**src/rtl/abram_pkg.sv**
```systemverilog
// Shared constants and helpers for the ABRAM interconnect request path.
package abram_pkg;

  localparam int ABRAM_ADDR_SIZE = 32;
  localparam int ABRAM_DATA_SIZE = 64;

  // Width needed to index n entries, never less than one bit.
  function automatic int clog2_min1(input int n);
    int r;
    r = $clog2(n);
    return (r < 1) ? 1 : r;
  endfunction

endpackage

```
**src/rtl/abram_request_fifo.sv**
```systemverilog
// Per-lane write-request buffer in front of one ABRAM interconnect input.
// First-word fall-through: the oldest request is always driven on ad_*,
// and it is retired when the interconnect pulses ad_done for this lane.
module abram_request_fifo
  import abram_pkg::*;
#(
  parameter int DEPTH     = 4,
  parameter int ADDR_SIZE = ABRAM_ADDR_SIZE,
  parameter int DATA_SIZE = ABRAM_DATA_SIZE
) (
  input  logic                   clock,
  input  logic                   reset,
  input  logic                   wr_valid,
  input  logic [ADDR_SIZE-1:0]   wr_addr,
  input  logic [DATA_SIZE-1:0]   wr_data,
  output logic                   wr_ready,
  output logic                   ad_valid,
  output logic [ADDR_SIZE-1:0]   ad_addr,
  output logic [DATA_SIZE-1:0]   ad_data,
  input  logic                   ad_done,
  output logic [$clog2(DEPTH):0] count,
  output logic                   spurious_done
);

  localparam int AW = clog2_min1(DEPTH);
  localparam int PW = AW + 1;

  // Extra MSB on each pointer distinguishes full from empty.
  logic [PW-1:0] wr_ptr, rd_ptr;
  logic [DEPTH-1:0][ADDR_SIZE-1:0] addr_mem;
  logic [DEPTH-1:0][DATA_SIZE-1:0] data_mem;

  logic empty, full, push, pop;

  // Status purely from registered pointers, so wr_ready never sees ad_done.
  always_comb begin
    empty    = (wr_ptr == rd_ptr);
    full     = (wr_ptr[AW-1:0] == rd_ptr[AW-1:0]) && (wr_ptr[AW] != rd_ptr[AW]);
    wr_ready = !full;
    ad_valid = !empty;
    push     = wr_valid && !full;
    pop      = ad_done && !empty;
    count    = wr_ptr - rd_ptr;
    ad_addr  = addr_mem[rd_ptr[AW-1:0]];
    ad_data  = data_mem[rd_ptr[AW-1:0]];
  end

  // Pointer advance and sticky flag for a done with nothing presented.
  always_ff @(posedge clock or negedge reset) begin
    if (!reset) begin
      wr_ptr        <= '0;
      rd_ptr        <= '0;
      spurious_done <= 1'b0;
    end else begin
      if (push) wr_ptr <= wr_ptr + PW'(1);
      if (pop)  rd_ptr <= rd_ptr + PW'(1);
      if (ad_done && empty) spurious_done <= 1'b1;
    end
  end

  // Storage is left unreset; entries are only visible behind valid pointers.
  always_ff @(posedge clock) begin
    if (push) begin
      addr_mem[wr_ptr[AW-1:0]] <= wr_addr;
      data_mem[wr_ptr[AW-1:0]] <= wr_data;
    end
  end

endmodule

```
**config.mk**
```make
export PLATFORM = sky130hd
export DESIGN_NAME = abram_request_fifo
export DESIGN_NICKNAME = d
export VERILOG_FILES = /design/src/rtl/abram_pkg.sv /design/src/rtl/abram_request_fifo.sv
export SDC_FILE = /design/constraint.sdc
export NUM_CORES = 1
export LEC_CHECK = 0
export ABC_CLOCK_PERIOD_IN_PS = 7800
export CAP_MARGIN = 10
export CORE_MARGIN = 8
export CORE_UTILIZATION = 30
export DETAILED_ROUTE_END_ITERATION = 7
export PLACE_DENSITY = 0.53
export SLEW_MARGIN = 15
export SYNTH_ARGS = -nofsm -noshare
export SYNTH_HDL_FRONTEND = slang
export SYNTH_SLANG_ARGS = --single-unit
```
**constraint.sdc**
```tcl
create_clock -name clock -period 7.8 [get_ports clock]
set_input_delay 0.78 -clock clock [delete_from_list [all_inputs] [get_ports clock]]
set_output_delay 0.78 -clock clock [all_outputs]
set_load 0.1 [all_outputs]
```
==> metrics.txt <==
status=completed; first-pass GRT wire length=between 40000 and 50000 um; Filler cells=4332; CP Launch Type=register; Total GRT Usage=0.109; Syn Std Cell Area=14300 um^2; GPL Wtd Cong=0.665; Worst Path Required=7.02 ns; #FFs+latches synth=391; Clock Latency Late Sink=approximately 0.54 ns; Final Cycle Share=0.590; Setup TNS Final=0 ns; Syn Nets=656; antenna-violating nets left=0; synthesized area per cell=26.1 um^2; Sink Count=between 300 and 400; CTS Buf Count=42; dpl hpwl=18100 um; antenna violations before repair=1; Final Max Slew Viols=0; I/O Buffers=201; Die W=235 um; Setup Fix Bufs, Post-CTS=0; placed standard-cell area=17100 um^2; yosys warns=0; FF-to-FF Start=rd_ptr[1]; max frequency=between 0.2 and 0.25 GHz; Mapped Cells=548; relative slew slack=0.298; largest area contributor in the netlist=edfxtp_1; Routed WL=29900 um; vias in the first global route=7142; r2r setup slk=roughly 4.7 ns; largest net degree at the start of global routing=56; IO Count=202; H-tree lvl count=2; type of the most critical hold path=reg2reg; hold_sp=spurious_done; Synth area leaders=edfxtp_1 80%, mux4_2 15%, dfrtp_1 1.2%, ha_1 0.61%, buf_2 0.31%; Placeable Area=around 47000 um^2; GRT overflow=0; CP max FO=55; Hold Buf Count CTS=0; slew at the pin closest to its max-slew limit=1.05 ns; DRT iter0 DRCs=348; Critical R2R Capture=data_mem[14]; Max Cap Violations=0; Setup violations, final=0; fin crit period=approximately 4.6 ns; critical path arrival=3.82 ns; Post-layout nets=a little under 900; Initial Util=0.302; Root Driver=clkbuf_16; final-report hold violation count=0; Vert. Die Dim=235 um; CTS tree=yes; post-cts resize count=0; worst setup path end=ad_data[15]; # rows=80; clock tree buffer depth=3; Area Growth Syn to Fin=28.2%; share of cells above drive strength 1=0.215; Synth cell types=22; drt wl/cell=20.9 um; DRC Markers=0; final instance area=18400 um^2; CP startpoint=rd_ptr[1]; kind of critical path=reg2out; Seq/Total Area, Yosys=0.817; clk slew on worst S/H paths=0.05 ns; Reg2Reg Depth=5; Synth top area share=0.805; die area=55000 um^2; Final Skew=0.00899 ns; RSZ-0062 raised after global routing=false; routed vias/inst=4.50; via count=6430; Worst setup EP type=primary output; Initial DRT Pass Iterations=4
[per-stage QoR]
stage	util	hold WS, ns	instances	setup slack, ns
after floorplan	-	0.484	548	2.79
after global placement	0.360	0.468	1353	3.68
after detailed placement	0.360	0.464	1353	3.68
after CTS	0.387	0.476	1428	3.05
after global routing	0.387	0.513	1428	2.99
final	0.387	0.470	1429	3.20
[worst min-delay path by stage]
| stage | endpoint | slack, ns | cells after the start |
|---|---|---|---|
| finish | spurious_done | 0.47 | 1 |
| global placement | spurious_done | 0.47 | 1 |
| CTS | spurious_done | 0.48 | 1 |
| floorplan | rd_ptr[0] | 0.48 | 0 |
| global route | spurious_done | 0.51 | 1 |
| detailed placement | spurious_done | 0.46 | 1 |
[synth_stat cells, drive strengths merged]
cell type and instances:
buf 15, clkbuf 7, mux4 96, mux2i 1
nand3 2, dfrtp 7, inv 6, ha 7
mux2 3, a41o 1, xor2 1, xnor2 4
fa 1, nand2 5, and3 4, o21ai 4
edfxtp 384
[layer usage]
metal | track usage | share of wire
met1 | 0.139 | 0.43
met4 | 0.0305 | 0.020
met2 | 0.179 | 0.48
met5 | 0 | 0
met3 | 0.0347 | 0.061
[state kept, by name, summed over array words and instances, names as in the netlist]
signal and count:
spurious_done 1, wr_ptr 3, data_mem 256, addr_mem 128
rd_ptr 3
[cells by family (layout without fill, tap and decap cells)]
kind of cell | Yosys count | after routing | share of synthesized area
adder cells (fa/ha/maj) | 8 | 8 | 0.00751
other | 0 | 1 | 0
AND/OR/NAND/NOR | 11 | 11 | 0.00376
multiplexers | 100 | 100 | 0.154
XOR/XNOR | 5 | 5 | 0.00306
buffers and inverters | 28 | 293 | 0.0124
flip-flops | 391 | 391 | 0.817
AO/OA/AOI/OAI | 5 | 5 | 0.00210
[layout make-up]
type	count	area [um^2]	share of cell area
clock buffers	53	1160	0.0630
clock inverters	22	143	0.00777
flip-flops and latches	391	11700	0.638
multi-input cells	129	2460	0.134
inverters	6	22.5	0.00123
well taps	615	769	0.0419
repair buffers	212	2090	0.114
diodes	1	2.50	0.000136
[worst max-delay path: stages (launching register included)]
cell and delay [ns]:
dfrtp_4 0.88, buf_4 0.77, mux4_2 0.39, clkdlybuf4s50_1 1.15
[placed cells by master (no fill, tap or decap), drive strengths merged]
| cell | Yosys | layout |
|---|---|---|
| mux2 | 3 | 3 |
| dfrtp | 7 | 7 |
| inv | 6 | 7 |
| nand3 | 2 | 2 |
| clkinv | 0 | 16 |
| o21ai | 4 | 4 |
| mux4 | 96 | 96 |
| buf | 15 | 11 |
| xnor2 | 4 | 4 |
| a41o | 1 | 1 |
| bufinv | 0 | 1 |
| and3 | 4 | 4 |
| xor2 | 1 | 1 |
| fa | 1 | 1 |
| mux2i | 1 | 1 |
| nand2 | 5 | 5 |
| clkdlybuf4s50 | 0 | 201 |
| clkinvlp | 0 | 4 |
| edfxtp | 384 | 384 |
| diode | 0 | 1 |
| clkbuf | 7 | 53 |
| ha | 7 | 7 |
Power is left out: the tool's default activity adds up to more than one toggle a clock period on the data nets, which glitch-free logic cannot reach.
